==> config.mk <==
export PLATFORM = sky130hd
export DESIGN_NAME = ascii_7seg_scan_display
export DESIGN_NICKNAME = d
export VERILOG_FILES = /design/src/rtl/ascii_7seg_pkg.sv /design/src/rtl/ascii_seg_decode.sv /design/src/rtl/ascii_7seg_scan_display.sv
export SDC_FILE = /design/constraint.sdc
export NUM_CORES = 1
export LEC_CHECK = 0
export CAP_MARGIN = 20
export CELL_PAD_IN_SITES_DETAIL_PLACEMENT = 0
export CELL_PAD_IN_SITES_GLOBAL_PLACEMENT = 1
export CORE_AREA = 5 5 88 90
export CTS_BUF_LIST = sky130_fd_sc_hd__clkbuf_8
export DETAILED_ROUTE_END_ITERATION = 6
export DIE_AREA = 0 0 93 95
export PLACE_DENSITY = 0.93
export SKIP_CTS_REPAIR_TIMING = 1
export SYNTH_ARGS = -nofsm -noshare
export SYNTH_HDL_FRONTEND = slang
export SYNTH_HIERARCHICAL = 1
export SYNTH_SLANG_ARGS = --single-unit
==> constraint.sdc <==
create_clock -name clk -period 4.15 [get_ports clk]
set_clock_uncertainty 0.2 [all_clocks]
set_input_delay 0.83 -clock clk [delete_from_list [all_inputs] [get_ports clk]]
set_output_delay 0.83 -clock clk [all_outputs]
set_load 0.02 [all_outputs]
==> src/rtl/ascii_7seg_pkg.sv <==
// Shared constants for the ASCII 7-segment display blocks.
// Segment vectors are {g,f,e,d,c,b,a}, active-high.
package ascii_7seg_pkg;

    typedef logic [6:0] seg7_t;

    localparam logic [7:0] BS    = 8'h08;
    localparam logic [7:0] CR    = 8'h0D;
    localparam logic [7:0] BLANK = 8'h20;

    localparam seg7_t SEG_0     = 7'h3F;
    localparam seg7_t SEG_1     = 7'h06;
    localparam seg7_t SEG_2     = 7'h5B;
    localparam seg7_t SEG_3     = 7'h4F;
    localparam seg7_t SEG_4     = 7'h66;
    localparam seg7_t SEG_5     = 7'h6D;
    localparam seg7_t SEG_6     = 7'h7D;
    localparam seg7_t SEG_7     = 7'h07;
    localparam seg7_t SEG_8     = 7'h7F;
    localparam seg7_t SEG_9     = 7'h6F;
    localparam seg7_t SEG_A     = 7'h77;
    localparam seg7_t SEG_B     = 7'h7C;
    localparam seg7_t SEG_C     = 7'h39;
    localparam seg7_t SEG_D     = 7'h5E;
    localparam seg7_t SEG_E     = 7'h79;
    localparam seg7_t SEG_F     = 7'h71;
    localparam seg7_t SEG_DASH  = 7'h40;
    localparam seg7_t SEG_UNDER = 7'h08;
    localparam seg7_t SEG_BLANK = 7'h00;

    function automatic seg7_t hex_seg(input logic [3:0] nib);
        case (nib)
            4'h0: hex_seg = SEG_0;
            4'h1: hex_seg = SEG_1;
            4'h2: hex_seg = SEG_2;
            4'h3: hex_seg = SEG_3;
            4'h4: hex_seg = SEG_4;
            4'h5: hex_seg = SEG_5;
            4'h6: hex_seg = SEG_6;
            4'h7: hex_seg = SEG_7;
            4'h8: hex_seg = SEG_8;
            4'h9: hex_seg = SEG_9;
            4'hA: hex_seg = SEG_A;
            4'hB: hex_seg = SEG_B;
            4'hC: hex_seg = SEG_C;
            4'hD: hex_seg = SEG_D;
            4'hE: hex_seg = SEG_E;
            default: hex_seg = SEG_F;
        endcase
    endfunction

endpackage

==> src/rtl/ascii_seg_decode.sv <==
// ASCII byte to active-high 7-segment pattern; unknown codes are blank.
module ascii_seg_decode
    import ascii_7seg_pkg::*;
(
    input  logic [7:0] ascii,
    output seg7_t      seg
);

    always_comb begin
        seg = SEG_BLANK;
        if (ascii[7:4] == 4'h3 && ascii[3:0] <= 4'd9) begin
            seg = hex_seg(ascii[3:0]);
        end else begin
            case (ascii)
                8'h41, 8'h61: seg = SEG_A;
                8'h42, 8'h62: seg = SEG_B;
                8'h43, 8'h63: seg = SEG_C;
                8'h44, 8'h64: seg = SEG_D;
                8'h45, 8'h65: seg = SEG_E;
                8'h46, 8'h66: seg = SEG_F;
                8'h2D:        seg = SEG_DASH;
                8'h5F:        seg = SEG_UNDER;
                default:      seg = SEG_BLANK;
            endcase
        end
    end

endmodule

==> src/rtl/ascii_7seg_scan_display.sv <==
// Multiplexed 7-segment driver fed by a byte stream (BS/CR aware).
// Optional per-digit blinking when ASCII_7SEG_BLINK_EN is defined.
module ascii_7seg_scan_display
    import ascii_7seg_pkg::*;
#(
    parameter int NUM_DIGITS     = 4,
    parameter int SCAN_DIV       = 12500,
    parameter bit SEG_ACTIVE_LOW = 1'b1,
    parameter bit DIG_ACTIVE_LOW = 1'b1
`ifdef ASCII_7SEG_BLINK_EN
    ,
    parameter int BLINK_FRAMES   = 250
`endif
) (
    input  logic                  clk,
    input  logic                  rst_n,
    input  logic                  char_valid,
    input  logic [7:0]            char_data,
    output logic                  char_ready,
    input  logic                  clear,
`ifdef ASCII_7SEG_BLINK_EN
    input  logic [NUM_DIGITS-1:0] blink_mask,
`endif
    output seg7_t                 seg,
    output logic [NUM_DIGITS-1:0] dig_en
);

    localparam int IDX_W = (NUM_DIGITS > 1) ? $clog2(NUM_DIGITS) : 1;
    localparam int PS_W  = $clog2(SCAN_DIV);
    localparam seg7_t                 SEG_OFF = SEG_ACTIVE_LOW ? 7'h7F : 7'h00;
    localparam logic [NUM_DIGITS-1:0] DIG_OFF = DIG_ACTIVE_LOW ? {NUM_DIGITS{1'b1}} : '0;

    logic                        accept;
    logic                        pend_vld;
    logic [7:0]                  pend_byte;
    logic [NUM_DIGITS-1:0][7:0]  char_buf, buf_nxt;
    logic [PS_W-1:0]             prescale;
    logic [IDX_W-1:0]            idx;
    logic                        tc;
    logic [NUM_DIGITS-1:0]       onehot;
    seg7_t                       seg_raw;
    logic                        blank_sel;

    assign accept = char_valid & char_ready;

    // Ready drops for the cycle after each accept, giving one char per two cycles.
    always_ff @(posedge clk or negedge rst_n) begin
        if (!rst_n) begin
            char_ready <= 1'b1;
            pend_vld   <= 1'b0;
            pend_byte  <= 8'h00;
        end else begin
            char_ready <= ~accept;
            pend_vld   <= accept & ~clear;
            if (accept) pend_byte <= char_data;
        end
    end

    always_comb begin
        buf_nxt = char_buf;
        if (clear) begin
            buf_nxt = {NUM_DIGITS{BLANK}};
        end else if (pend_vld) begin
            case (pend_byte)
                BS: begin
                    for (int i = 0; i < NUM_DIGITS - 1; i++) buf_nxt[i] = char_buf[i+1];
                    buf_nxt[NUM_DIGITS-1] = BLANK;
                end
                CR: buf_nxt = {NUM_DIGITS{BLANK}};
                default: begin
                    for (int i = NUM_DIGITS - 1; i > 0; i--) buf_nxt[i] = char_buf[i-1];
                    buf_nxt[0] = pend_byte;
                end
            endcase
        end
    end

    always_ff @(posedge clk or negedge rst_n) begin
        if (!rst_n) char_buf <= {NUM_DIGITS{BLANK}};
        else        char_buf <= buf_nxt;
    end

    assign tc = (prescale == PS_W'(SCAN_DIV - 1));

    always_ff @(posedge clk or negedge rst_n) begin
        if (!rst_n) begin
            prescale <= '0;
            idx      <= '0;
        end else begin
            prescale <= tc ? '0 : prescale + PS_W'(1);
            if (tc) idx <= (idx == IDX_W'(NUM_DIGITS - 1)) ? '0 : idx + IDX_W'(1);
        end
    end

    ascii_seg_decode u_dec (
        .ascii (char_buf[idx]),
        .seg   (seg_raw)
    );

`ifdef ASCII_7SEG_BLINK_EN
    localparam int FR_W = (BLINK_FRAMES > 1) ? $clog2(BLINK_FRAMES) : 1;
    logic [FR_W-1:0] frame_cnt;
    logic            blink_on;

    // A frame completes when the last digit's slot times out.
    always_ff @(posedge clk or negedge rst_n) begin
        if (!rst_n) begin
            frame_cnt <= '0;
            blink_on  <= 1'b1;
        end else if (tc && idx == IDX_W'(NUM_DIGITS - 1)) begin
            if (frame_cnt == FR_W'(BLINK_FRAMES - 1)) begin
                frame_cnt <= '0;
                blink_on  <= ~blink_on;
            end else begin
                frame_cnt <= frame_cnt + FR_W'(1);
            end
        end
    end

    assign blank_sel = ~blink_on & blink_mask[idx];
`else
    assign blank_sel = 1'b0;
`endif

    assign onehot = NUM_DIGITS'(1) << idx;

    // The slot boundary cycle drives no digit so the old pattern never ghosts onto the next one.
    always_ff @(posedge clk or negedge rst_n) begin
        if (!rst_n) begin
            seg    <= SEG_OFF;
            dig_en <= DIG_OFF;
        end else begin
            seg    <= (blank_sel ? SEG_BLANK : seg_raw) ^ SEG_OFF;
            dig_en <= tc ? DIG_OFF : (onehot ^ DIG_OFF);
        end
    end

endmodule

==> results by group, run 1 <==
Status
  • Run status: complete, but fails checks
  • Failing checks: DRC

Power
  • Leak pwr: 1.79 nW
  • Pwr per Cell Area: 369 nW/um^2
  • Power Total: 1.48 mW
  • Maximum vdd drop: 0.000149 V

Hold path
  • Hold Path Class: reg2reg

Floorplanning
  • Full die area: 8840 sq um
  • Initial Util: 0.503
  • # IOs: 24
  • Rows: 31
  • Die height: 95 um
  • Core box area: 6980 sq um
  • Die width: 93 um

Yosys
  • Synth top area cells: dfrtp_1, dfstp_2, mux4_2, a222oi_1, ha_1
  • Synth Area per Inst: 11.5 sq um
  • Number of enable flip-flop cells after synthesis: 0
  • Compound-Gate Fraction of Synth Area: 0.147
  • Post-Synth Simple-Gate Area: 0.130
  • Area leader, netlist: dfrtp_1
  • Sequential element share of the synthesized area: 0.497
  • Post-synthesis mux area share: 0.0954
  • Count leader, synth: dfrtp_1
  • Largest family of logic cells by synthesized area: compound AO/OA/AOI/OAI gates
  • Synth Area in Adders: 0.0427
  • Synth cell types: 55
  • Yosys warnings: 6
  • Asr flop ratio synth: 1.00
  • Post-synth design cell area: 3510 sq um
  • Xor/xnor share of the synthesized area: 0.0299
  • Seq cells post-synth: 69
  • Synth Instances: 305
  • Syn Nets: 329
  • Synth Flop Type: dfrtp_1
  • Most frequent cells after synthesis: dfrtp_1, inv_1, a222oi_1, nand2_1, nor2_1
  • Post-synth top area share: 0.377

Critical path
  • Startpoint types: register
  • Worst EP arrival: 2.95 ns
  • CP required: 4.23 ns
  • Crit Path Category: reg2reg
  • CP Max Fanout: 12
  • Setup crit end kind: register

Route
  • Initial DRC count: 332
  • Final Routed Wirelength: 6.70 mm
  • DR DRC count: 7
  • Post-DR wirelength/cell: 16.2 um
  • Vias per cell: 6.12
  • 1st-pass router iterations: 7
  • DRT antenna net count: 0
  • Vias: 2532

Clocking
  • CTS root buffer: clkbuf_8
  • Clock Tree Buf Depth: 2
  • CTS tree: yes
  • Clk sink count: 69
  • Clock insertion delay at the later pin of the skew report: 0.35 ns
  • H-tree Lvls: 3
  • Clock Pin Slew Worst Setup and Hold Paths: 0.07 ns
  • Total CTS buffers: 9

Finish
  • Antenna diodes: 0
  • Fill count: 578
  • Area Overhead vs Synth: 14.0%
  • Layout cell share with drive strength beyond 1: 0.190
  • Core Util, Final: 0.574
  • Footprint of the multi-input gates: 1560 sq um
  • Reg area: 1750 sq um
  • Fin nets: 351
  • Design Area, Final: 4010 sq um

Timing
  • Slew at the pin closest to its max-slew limit: 1.01 ns
  • Final Hold Viols: 0
  • Slew headroom: 0.324
  • Max Slew Vio Count: 0
  • Fmax: 348 MHz
  • Final setup vio count: 0
  • Fin crit period: 2.87 ns
  • Setup TNS: 0 ns
  • RSZ-0062 raised after global routing: false
  • Period utilization: 0.692

Placed design
  • Post-place instance area: 3780 sq um
  • Routability Congestion: 0.881
  • I/O Buffers: 23
  • Dpl hpwl: 4.55 mm

Global routing
  • Initial antenna violation count: 0
  • First-pass GRT wire length: 11.4 mm
  • Largest net degree at the start of global routing: 42
  • Overall routing resource usage: 0.165
  • Number of global-route vias before repair: 2408
  • Total global routing overflow: 0

Run
  • Number of maximum-capacitance violations: 0
-- flip-flops by register name, indices dropped and copies added, names as in the netlist --
signal and flops:
char_buf 32, char_ready 1, dig_en 4, idx 2
pend_byte 8, pend_vld 1, prescale 14, seg 7
-- area by class of cell --
class	instances	area share
Timing Repair Buffer	25	0.0600
Tap cell	82	0.0256
Clock buffer	10	0.0344
Clock inverter	6	0.0216
Multi-Input combinational cell	188	0.391
Inverter	34	0.0319
Sequential cell	69	0.436
-- metrics by stage --
stage                     hold slack [ns]  setup WS (ns)  instances
after detailed placement            0.300           1.23        398
after global placement              0.287           1.32        398
after global routing                0.330           1.05        414
after floorplan                     0.267           1.69        305
after CTS                           0.311           1.25        414
final                               0.315           1.28        414
-- worst paths after layout --
check	from	endpoint	slack, ns	depth (start not counted)
max in group asynchronous	rst_n	dig_en[3]	2.42	2
max reg2reg	idx[0]	seg[1]	1.28	8
min	prescale[12]	prescale[12]	0.32	1
min reg2reg	prescale[12]	prescale[12]	0.32	1
min in group asynchronous	rst_n	char_buf[6]	0.41	1
max	idx[0]	seg[1]	1.28	8
-- cell families after synthesis --
group,Yosys count
buf+inv,48
simple gates,78
compound gates,65
fa+ha+maj,12
flops,69
mux,21
xor+xnor,12
-- critical path, stage by stage, from the launching register on --
cell and delay [ns]:
dfrtp_1 0.76, mux4_2 0.67, inv_1 0.16, ha_1 0.29
o21bai_1 0.13, o21ai_1 0.23, a22oi_1 0.10, o221ai_1 0.19
inv_1 0.06
-- layer usage --
| metal | GRT usage | share of wire | up-vias |
|---|---|---|---|
| li1 | - | - | 1169 |
| met1 | 0.222 | 0.43 | 1274 |
| met2 | 0.263 | 0.50 | 84 |
| met3 | 0.0390 | 0.051 | 5 |
| met4 | 0.0623 | 0.013 | 0 |
| met5 | 0 | 0 | - |
-- placed cells by master (no fill, tap or decap), drive strengths merged, types with 10 or more instances in the layout --
cell,n
clkbuf,10
clkdlybuf4s50,22
dfstp,16
a222oi,19
mux2,10
ha,12
nand2,18
dfrtp,53
inv,34
o21ai,13
nor2,20
-- report_power, final --
part / internal (mW) / leakage (nW) / switching [mW] / total [mW]
sequential: 0.701 / 0.873 / 0.0240 / 0.725
clock: 0.353 / 0.112 / 0.256 / 0.609
combinational: 0.0647 / 0.805 / 0.0791 / 0.144
(Power assumes the default switching activity.)
==> run 2: changes to the inputs <==
Settings changed: CORE_AREA 5 5 88 90 to 5 5 95 97, DIE_AREA 0 0 93 95 to 0 0 100 102, PLACE_DENSITY 0.93 to 0.85.
Clock period 4.15 ns to 2.55 ns, I/O delays scaled along.
==> results by group, run 2 (same netlist as run 1, synthesis figures left out) <==
Timing
  • Slew at the pin closest to its max-slew limit: 0.728 ns (-0.285 ns)
  • Fmax: 422 MHz (+21%)
  • Period utilization: 0.929 (+0.237)
  • Fin crit period: 2.37 ns (-0.504 ns)
  • RSZ-0062 raised after global routing: false
  • Final setup vio count: 0 (unchanged)
  • Final Hold Viols: 0 (unchanged)
  • Setup slack after layout: 0.182 ns (-1.10 ns)
  • Setup TNS: 0 ns (unchanged)
  • WHS: 0.321 ns (+0.00626 ns)
  • Max Slew Vio Count: 0 (unchanged)
  • Slew headroom: 0.513 (+0.189)

Global routing
  • Total global routing overflow: 0 (unchanged)
  • Largest net degree at the start of global routing: 50 (+19%)
  • Number of global-route vias before repair: 2518 (+4.6%)
  • Overall routing resource usage: 0.148 (-0.0175)
  • Initial antenna violation count: 0 (unchanged)
  • First-pass GRT wire length: 11.9 mm (+4.2%)

Critical path
  • Setup crit end kind: register
  • Startpoint types: register
  • CP peak stage delay: 0.59 ns (-0.17 ns)
  • Critical path's top delay family: simple AND/OR/NAND/NOR gates
  • Worst EP arrival: 2.44 ns (-0.51 ns)
  • Buffer and inverter count on the worst path: 2 (unchanged)
  • Crit Path Category: reg2reg
  • CP required: 2.62 ns (-1.61 ns)
  • Worst path cell trace: buf_4 > mux4_2 > or4b_4 > a211oi_2 > a21oi_1 > o21ai_2 > inv_1
  • Slowest CP cell: or4b_4
  • CP Max Fanout: 5 (-7)

Clocking
  • Clk sink count: 69 (unchanged)
  • H-tree Lvls: 3 (unchanged)
  • Clock Tree Buf Depth: 2 (unchanged)
  • Total CTS buffers: 9 (unchanged)
  • Clock Pin Slew Worst Setup and Hold Paths: 0.08 ns (about the same)
  • CTS tree: yes
  • CTS root buffer: clkbuf_8
  • Clock insertion delay at the later pin of the skew report: 0.34 ns (about the same)

Floorplanning
  • Core box area: 8050 sq um (+15%)
  • Full die area: 10200 sq um (+15%)
  • Rows: 33 (+6.5%)
  • Initial Util: 0.436 (-0.0669)
  • # IOs: 24 (unchanged)
  • Die width: 100 um (+7.5%)
  • Die height: 102 um (+7.4%)

Route
  • DRT antenna net count: 0 (unchanged)
  • Vias per cell: 5.67 (-7.3%)
  • Vias: 2556 (+0.95%)
  • Initial DRC count: 250 (-25%)
  • DR DRC count: 0 (-7)
  • Final Routed Wirelength: 7.03 mm (+4.9%)
  • 1st-pass router iterations: 7 (unchanged)
  • Post-DR wirelength/cell: 15.6 um (-3.7%)

Power
  • Pwr per Cell Area: 583 nW/um^2 (+58%)
  • Power Total: 2.42 mW (+64%)
  • Maximum vdd drop: 0.000200 V (+35%)
  • Leak pwr: 1.86 nW (+4.0%)

Hold path
  • Hold Path Class: reg2reg

Finish
  • Antenna diodes: 0 (unchanged)
  • Final Non-Filler Cells: 451 (+8.9%)
  • Fin nets: 365 (+4.0%)
  • Area Overhead vs Synth: 18.3%
  • Commonest non-fill, non-tap cell in the layout: dfrtp_1
  • Largest regs: char_buf x32, prescale x14, pend_byte x8
  • Fill count: 719 (+24%)
  • Most frequent cells in the layout: dfrtp_1, inv_1, clkdlybuf4s50_1
  • Max reg flops: 32 (unchanged)
  • Largest reg by FF count: char_buf
  • Layout cell share with drive strength beyond 1: 0.225 (+0.0357)

Placed design
  • I/O Buffers: 23 (unchanged)
  • Dpl hpwl: 5.01 mm (+10%)
  • Routability Congestion: 0.859 (-2.5%)
  • Place WS: 0.0299 ns (-1.20 ns)
  • Cells after DPL: 432 (+8.5%)

Run
  • Number of maximum-capacitance violations: 0 (unchanged)

Status
  • Run status: complete, no violations
run 2: cell count changes in the layout (fill, tap and decap cells not counted):
| cell | before | now |
|---|---|---|
| buf_12 | 0 | 1 |
| dlygate4sd3_1 | 0 | 1 |
| dfrtp_1 | 53 | 51 |
| dfrtp_2 | 0 | 2 |
| buf_4 | 2 | 14 |
run 2: worst paths after layout:
| check | startpoint | to | slack (ns) | depth (start not counted) |
|---|---|---|---|---|
| setup reg to reg | idx[0] | seg[3] | 0.18 | 7 |
| setup / recovery | idx[0] | seg[3] | 0.18 | 7 |
| hold / removal | char_buf[21] | char_buf[29] | 0.32 | 2 |
| max in group asynchronous | rst_n | char_ready | 1.03 | 3 |
| hold reg to reg | char_buf[21] | char_buf[29] | 0.32 | 2 |
| min in group asynchronous | rst_n | prescale[2] | 0.47 | 2 |
run 2: report_power, final:
part | switching, mW | internal [mW] | leakage [nW]
Combinational | 0.132 | 0.117 | 0.881
Sequential | 0.0404 | 1.14 | 0.869
Clock | 0.419 | 0.575 | 0.112
run 2: tightest hold or removal path: cells and delay by family, from the launching register on:
family	cells	cell delay, ns
flip-flops	1	0.39
AO/OA/AOI/OAI	1	0.06
buffers and inverters	1	0.07
run 2: metrics by stage:
stage / util / instance area [sq um]
floorplan: - / 3510
global placement: 0.485 / 3910
detailed placement: 0.485 / 3910
CTS: 0.513 / 4130
global route: 0.516 / 4160
finish: 0.516 / 4160
run 2: cell type report:
class | instances | area, sq um | area share
clock buffer | 10 | 138 | 0.0331
clock inverter | 6 | 86.3 | 0.0208
inverter | 34 | 128 | 0.0307
multi-input combinational | 188 | 1560 | 0.376
sequential | 69 | 1750 | 0.421
tap | 105 | 131 | 0.0316
timing repair buffer | 39 | 360 | 0.0867
run 2: layer usage:
layer / GRT usage / vias up / wire length, um
li1: - / 1199 / -
met1: 0.186 / 1275 / 3060
met2: 0.246 / 70 / 3480
met3: 0.0362 / 12 / 334
met4: 0.0622 / 0 / 163
met5: 0 / - / 0
==> run 3: changes to the inputs <==
Settings changed: CTS_CLUSTER_DIAMETER from default to 80.
==> results of run 3 <==
Final layout, timing and power as in run 2 (identical DEF).
